==> config.mk <==
export PLATFORM = sky130hd
export DESIGN_NAME = uart_rx_fifo
export DESIGN_NICKNAME = d
export VERILOG_FILES = /design/src/rtl/uart_rx_fifo.sv
export SDC_FILE = /design/constraint.sdc
export NUM_CORES = 1
export LEC_CHECK = 0
export ABC_AREA = 1
export BUFFER_PORTS_ARGS = -buffer_cell sky130_fd_sc_hd__buf_2
export CORE_ASPECT_RATIO = 1.5
export CORE_UTILIZATION = 58
export CTS_BUF_LIST = sky130_fd_sc_hd__clkbuf_16
export DETAILED_ROUTE_END_ITERATION = 12
export PLACE_DENSITY = 0.82
export SLEW_MARGIN = 10
export SYNTH_ARGS = -nofsm -noshare
export SYNTH_HDL_FRONTEND = slang
export SYNTH_SLANG_ARGS = --single-unit
==> constraint.sdc <==
create_clock -name clk -period 6.25 [get_ports clk]
set_input_delay 0.3125 -clock clk [delete_from_list [all_inputs] [get_ports clk]]
set_output_delay 0.3125 -clock clk [all_outputs]
set_load 0.01 [all_outputs]
==> src/rtl/uart_rx_fifo.sv <==
// Circular byte FIFO between the UART receiver strobe and a valid/ready consumer.
// Write to out_valid takes one edge, with no bypass; the input side has no backpressure, so words arriving while full are dropped and flagged.
module uart_rx_fifo #(
    parameter int DATA_BITS   = 8,
    parameter int DEPTH       = 16,
    parameter int ALMOST_FULL = 12
) (
    input  logic                         clk,
    input  logic                         sresetn,
    input  logic                         in_valid,
    input  logic [DATA_BITS-1:0]         in_data,
    output logic                         out_valid,
    input  logic                         out_ready,
    output logic [DATA_BITS-1:0]         out_data,
    output logic [$clog2(DEPTH+1)-1:0]   level,
    output logic                         almost_full,
    output logic                         overflow,
    input  logic                         clear_overflow
);

    localparam int PTR_W = $clog2(DEPTH);
    localparam int LVL_W = $clog2(DEPTH+1);

    logic [DATA_BITS-1:0] mem_q [DEPTH];
    logic [PTR_W-1:0]     wr_ptr_q, wr_ptr_d;
    logic [PTR_W-1:0]     rd_ptr_q, rd_ptr_d;
    logic [LVL_W-1:0]     level_q, level_d;
    logic                 overflow_q, overflow_d;
    logic                 push, pop, drop;

    // A pop on the same edge frees a slot, so a full FIFO can still accept a word.
    always_comb begin
        pop  = out_valid && out_ready;
        push = in_valid && ((level_q < LVL_W'(DEPTH)) || pop);
        drop = in_valid && !push;
    end

    always_comb begin
        wr_ptr_d   = wr_ptr_q;
        rd_ptr_d   = rd_ptr_q;
        level_d    = level_q;
        overflow_d = overflow_q;
        if (push) wr_ptr_d = wr_ptr_q + PTR_W'(1);
        if (pop)  rd_ptr_d = rd_ptr_q + PTR_W'(1);
        if (push && !pop)      level_d = level_q + LVL_W'(1);
        else if (pop && !push) level_d = level_q - LVL_W'(1);
        if (drop)                overflow_d = 1'b1;
        else if (clear_overflow) overflow_d = 1'b0;
    end

    always_ff @(posedge clk or negedge sresetn) begin
        if (!sresetn) begin
            wr_ptr_q   <= '0;
            rd_ptr_q   <= '0;
            level_q    <= '0;
            overflow_q <= 1'b0;
        end else begin
            wr_ptr_q   <= wr_ptr_d;
            rd_ptr_q   <= rd_ptr_d;
            level_q    <= level_d;
            overflow_q <= overflow_d;
        end
    end

    always_ff @(posedge clk) begin
        if (push) mem_q[wr_ptr_q] <= in_data;
    end

    always_comb begin
        out_valid   = (level_q != '0);
        out_data    = out_valid ? mem_q[rd_ptr_q] : DATA_BITS'(0);
        level       = level_q;
        almost_full = (level_q >= LVL_W'(ALMOST_FULL));
        overflow    = overflow_q;
    end

endmodule

[Word-level counts from Yosys, hierarchy flattened]
Memory sizes are Yosys's and may differ from the RTL's.
Cells that the tools add are included.
Word-level totals
  bits in registers: 14
  memory bits (writable): 128
  input port bits: 13
  output and inout port bits: 16
  word-level logic and storage cells: 29
  memories kept: 1
Memories
  mem_q: depth 16, bits a word 8, read ports 1, clocked after Yosys merged registers in 0, wr ports 1, line 24  | logic [DATA_BITS-1:0] mem_q [DEPTH];
Operators by class
  $add $sub $neg: 4
  magnitude comparators: 2
  mux-type cells: 7
  reductions and logical operators: 11
Operators by type and width (count)
  2-to-1 mux 5 bit: 2
  adder 4 x 1 -> 4 bit, second input constant: 2
  2-to-1 mux 8 bit: 1
  adder 5 x 1 -> 5 bit, second input constant: 1
  greater-or-equal comparator 5 x 4 -> 1 bit, second input constant: 1
  logical AND 1 bit: 5
  less-than comparator 5 bit, second input constant: 1
  nonzero test 5 bit: 1
  subtractor 5 x 1 -> 5 bit, second input constant: 1
  2-to-1 mux 1 bit: 4
  nonzero test 2 bit: 2
  logical NOT 1 bit: 2
  logical OR 1 bit: 1

[Logic depth before layout (Yosys ltp)]
  depth in word-level cells: 8
  mapped depth: 15

[Worst setup path before layout]
OpenSTA, ideal clock, no wires.
  path kind: flip-flop to flip-flop
  start: register level_q[4] (netlist: level[4])
  end: register level_q[4] (netlist: level[4])
  library setup time: 0.116 ns
  arrival: 2.152 ns
  slack: 3.981 ns
  stages on the path, launching flop included: 16
  path buffers: 1
  clock period less this slack: 2.269 ns
  path through: dfrtp_1 > buf_2 > nor2_1 > nand4_2 > nand2_2 > ha_1 > inv_1 > ha_1 > nand2_1 > nand2_1 > a21oi_1 > inv_1 > nand2_1 > nand2_1 > nand2_1 > nand2_1
On the way
  longest elaborated chain between the ends: 7
  elaborated cells between the ends (all ways): 14
  those cells by class: add/sub: 2; order compare: 1; mux: 2; reduce/logical: 9
Ends and longest elaborated chain
  from (decl): line 27  | logic [LVL_W-1:0] level_q, level_d;
  from (signal assigned): line 60  | level_q <= level_d;
  nonzero test 5 bit *: line 70  | out_valid = (level_q != '0);
  via out_valid: line 12  | output logic out_valid,
  logical AND 1 bit *: line 33  | pop = out_valid && out_ready;
  logical OR 1 bit: line 34  | push = in_valid && ((level_q < LVL_W'(DEPTH)) || pop);
  logical AND 1 bit: line 34
  logical NOT 1 bit: line 46  | else if (pop && !push) level_d = level_q - LVL_W'(1);
  logical AND 1 bit: line 46
  nonzero test 2 bit (no source line)
The timed path passes the listed nets; every way through them passes the cells marked *. The select of a mux whose other input is x is not followed.
A chain may end at the register's enable or synchronous reset.

[Worst setup path in the final report]
  start: register rd_ptr_q[0]
  end: output port out_data[6]
On the way
  longest elaborated chain between the ends: 2
Ends and longest elaborated chain
  from (decl): line 26  | logic [PTR_W-1:0] rd_ptr_q, rd_ptr_d;
  from (signal assigned): line 59  | rd_ptr_q <= rd_ptr_d;
  memory (16 x 8 bit)
  2-to-1 mux 8 bit: line 71  | out_data = out_valid ? mem_q[rd_ptr_q] : DATA_BITS'(0);
  to (decl): line 14  | output logic [DATA_BITS-1:0] out_data,
No other way between the ends.

==> results.md <==
- Leading post-synthesis cells by cell area: edfxtp_1 (63%), nand2_1 (11%), nand3_1 (8.4%), dfrtp_1 (5.8%), ha_1 (1.9%)
- GR Overflow Total: 0
- Sequential power share: 0.394
- DP HPWL: roughly 8100 microns
- Worst Tran Pin Value: between 1 and 1.5 ns
- Die height: ~130 microns
- Post-synthesis async set-or-reset flop share: 0.0986
- Hold Crit Class: in2reg
- Post-CTS sizing: 0
- Syn Inst Count: ~530
- Initial Util: 0.598
- RSZ-0062 raised after global routing: no
- Clk_lat worst skew: approximately 0.42 ns
- CP arrival: 3.30 ns
- Min-Delay Startpoint: clear_overflow
- Fmax: roughly 0.28 GHz
- Critical Path Fanout Max: between 60 and 70
- Global-route usage over all layers: 0.262
- Die X: approximately 85 microns
- #FFs+latches synth: around 140
- Status: completed
- Die Area: around 11,000 sq um
- Cell taking the most area after synthesis: edfxtp_1
- Worst EP required: 5.94 ns
- Final Hold Fails: 0
- WL final: 13,100 microns
- Routability cong.: slightly below 0.9
- Clk root buf: clkbuf_16
- Worst r2r src: level[4]
- Clk buf depth: 2
- Sw frac: 0.363
- Port Buffer Count: 28
- Core Box Area: just over 10,000 sq um
- Antenna viol nets, final: 0
- FP Rows: 45
- CTS H-tree depth: 4
- Layout cell share with drive strength beyond 1: 0.109
- Setup slack after layout: 2.64 ns
- Net Count, Synth: about 560
- Worst slack at placement: 3.19 ns
- Post-synth EDFFs: ~130
- Vias: 4,074
- Leak: 2.65 nW
- Total Power: about 3.3 mW
- Initial DRC count: between 400 and 500
- Max-Cap Viols: 0
- Final hold slack: between 0.1 and 0.15 ns
- Max-slew headroom: 0.221
- Ys Warns: 0
- Gate power share: 0.320
- Worst Skew: 0.00725 ns
- PwrDens: just under 500 nW/um^2
- Area delta synth->final: 11.4%
- Primary FF master, synth: edfxtp_1
- Critical path origin: rd_ptr_q[0]
- Drt via density: 5.94
- Max-slew violations: 0
- Vias in the first global route: between 3,000 and 4,000
- Setup crit start kind: flip-flop
- Psw: 1.21 mW
- N_diodes: 0
- Postcts setup bufs: 0
- Initial antenna violation count: 0
- Setup TNS: 0 ns
- Setup crit end kind: primary output
- CTS tree: done
- CTS Sinks: 142
- VDD IR max: ~0.31 mV
- Nets: around 580
- Largest net degree at the start of global routing: 68
- Inserted Clock Buffers: 17
- Final min period: roughly 3.6 ns
- I/O pin total: 29
- Sequential share of the synthesized area: 0.692
- Power share of the clock group: 0.286
- DRT Pass-1 Iters: 5
- First-pass GRT wire length: 20,400 microns
- Post-synthesis cell type count: 23
- Setup violators final: 0
- WS Path Type: reg2out
- Avg Cell Area, Syn: around 11 sq um
- Drt wl/cell: ~19 microns
- Count leader, synth: nand2_1
- Hold buffers post-CTS: 1
- Drc violations: 0
- P_int: between 2 and 2.5 mW
- Clk slew on worst S/H paths: approximately 0.050 ns
- Post-route clock period utilization: 0.577
- Top-area cell type share of the netlist area: 0.634
- Post-Synthesis Cell Area: slightly above 6000 sq um
- Post-synth top cells: nand2_1 (184), edfxtp_1 (128), nand3_1 (102)
worst paths after layout:
path | slack (ns) | depth (start not counted) | to
min | 0.10 | 2 | overflow
min in group asynchronous | 0.33 | 2 | overflow
max | 2.64 | 8 | out_data[6]
max reg2reg | 3.80 | 14 | level[4]
min reg2reg | 0.55 | 1 | level[0]
max in group asynchronous | 5.66 | 2 | rd_ptr_q[0]
worst max-delay path, stage by stage, from the launching register on:
cell and delay (ns):
dfrtp_2 1.14, inv_2 0.77, nand2_1 0.26, nand3_1 0.11
nand3_1 0.15, nand2_1 0.08, nand2_1 0.08, a21oi_1 0.10
buf_2 0.16
registers in the layout, indices dropped and copies added (netlist names):
| signal | flops |
|---|---|
| mem_q | 128 |
| level | 5 |
| rd_ptr_q | 4 |
| wr_ptr_q | 4 |
| overflow | 1 |
layer usage:
metal / GRT usage / routed length, microns / vias up
met3: 0.0724 / 1020 / 34
met5: 0 / 0 / -
met2: 0.452 / 7060 / 223
li1: - / - / 1872
met1: 0.297 / 4610 / 1945
met4: 0.132 / 403 / 0
power by group through the flow:
stage	logic (mW)	registers, mW	clock network (mW)
6_report	1.07	1.31	0.949
5_1_grt	1.19	1.32	0.983
4_1_cts	1.06	1.30	0.953
3_5_place_dp	1.03	1.32	0
3_3_place_gp	1.00	1.31	0
2_1_floorplan	0.862	1.22	0
area by class of cell:
class,count,area [sq um]
Multi-Input combinational cell,345,1610
Tap cell,117,146
Timing Repair Buffer,30,158
Inverter,20,75.1
Sequential cell,142,4200
Fill cell,690,3380
Clock buffer,17,425
Clock inverter,15,141
cell families after synthesis:
family | Yosys count | share of synthesized area
AO/OA/AOI/OAI | 16 | 0.0155
XOR/XNOR | 9 | 0.0130
adder cells (fa/ha/maj) | 10 | 0.0219
buffers and inverters | 46 | 0.0421
flip-flops | 142 | 0.692
AND/OR/NAND/NOR | 310 | 0.215
metrics by stage:
step	area, sq um	std cells	util
CTS	6750	686	0.666
detailed placement	6170	653	0.609
floorplan	6060	533	-
global route	6750	686	0.666
finish	6750	686	0.666
global placement	6170	653	0.609
layout by cell type (no fill, tap or decap), types with 2 or more instances in the layout:
master     instances
clkinv_2           2
bufinv_16          3
clkbuf_16         17
nand2_1          184
inv_2              6
ha_1               9
clkinv_1           4
a21oi_1           10
nand3_1          102
nor2_1            21
dfrtp_1           13
xor2_1             7
inv_1             19
o21ai_0            4
edfxtp_1         128
xnor2_1            2
buf_2             28
(Power assumes the default switching activity.)
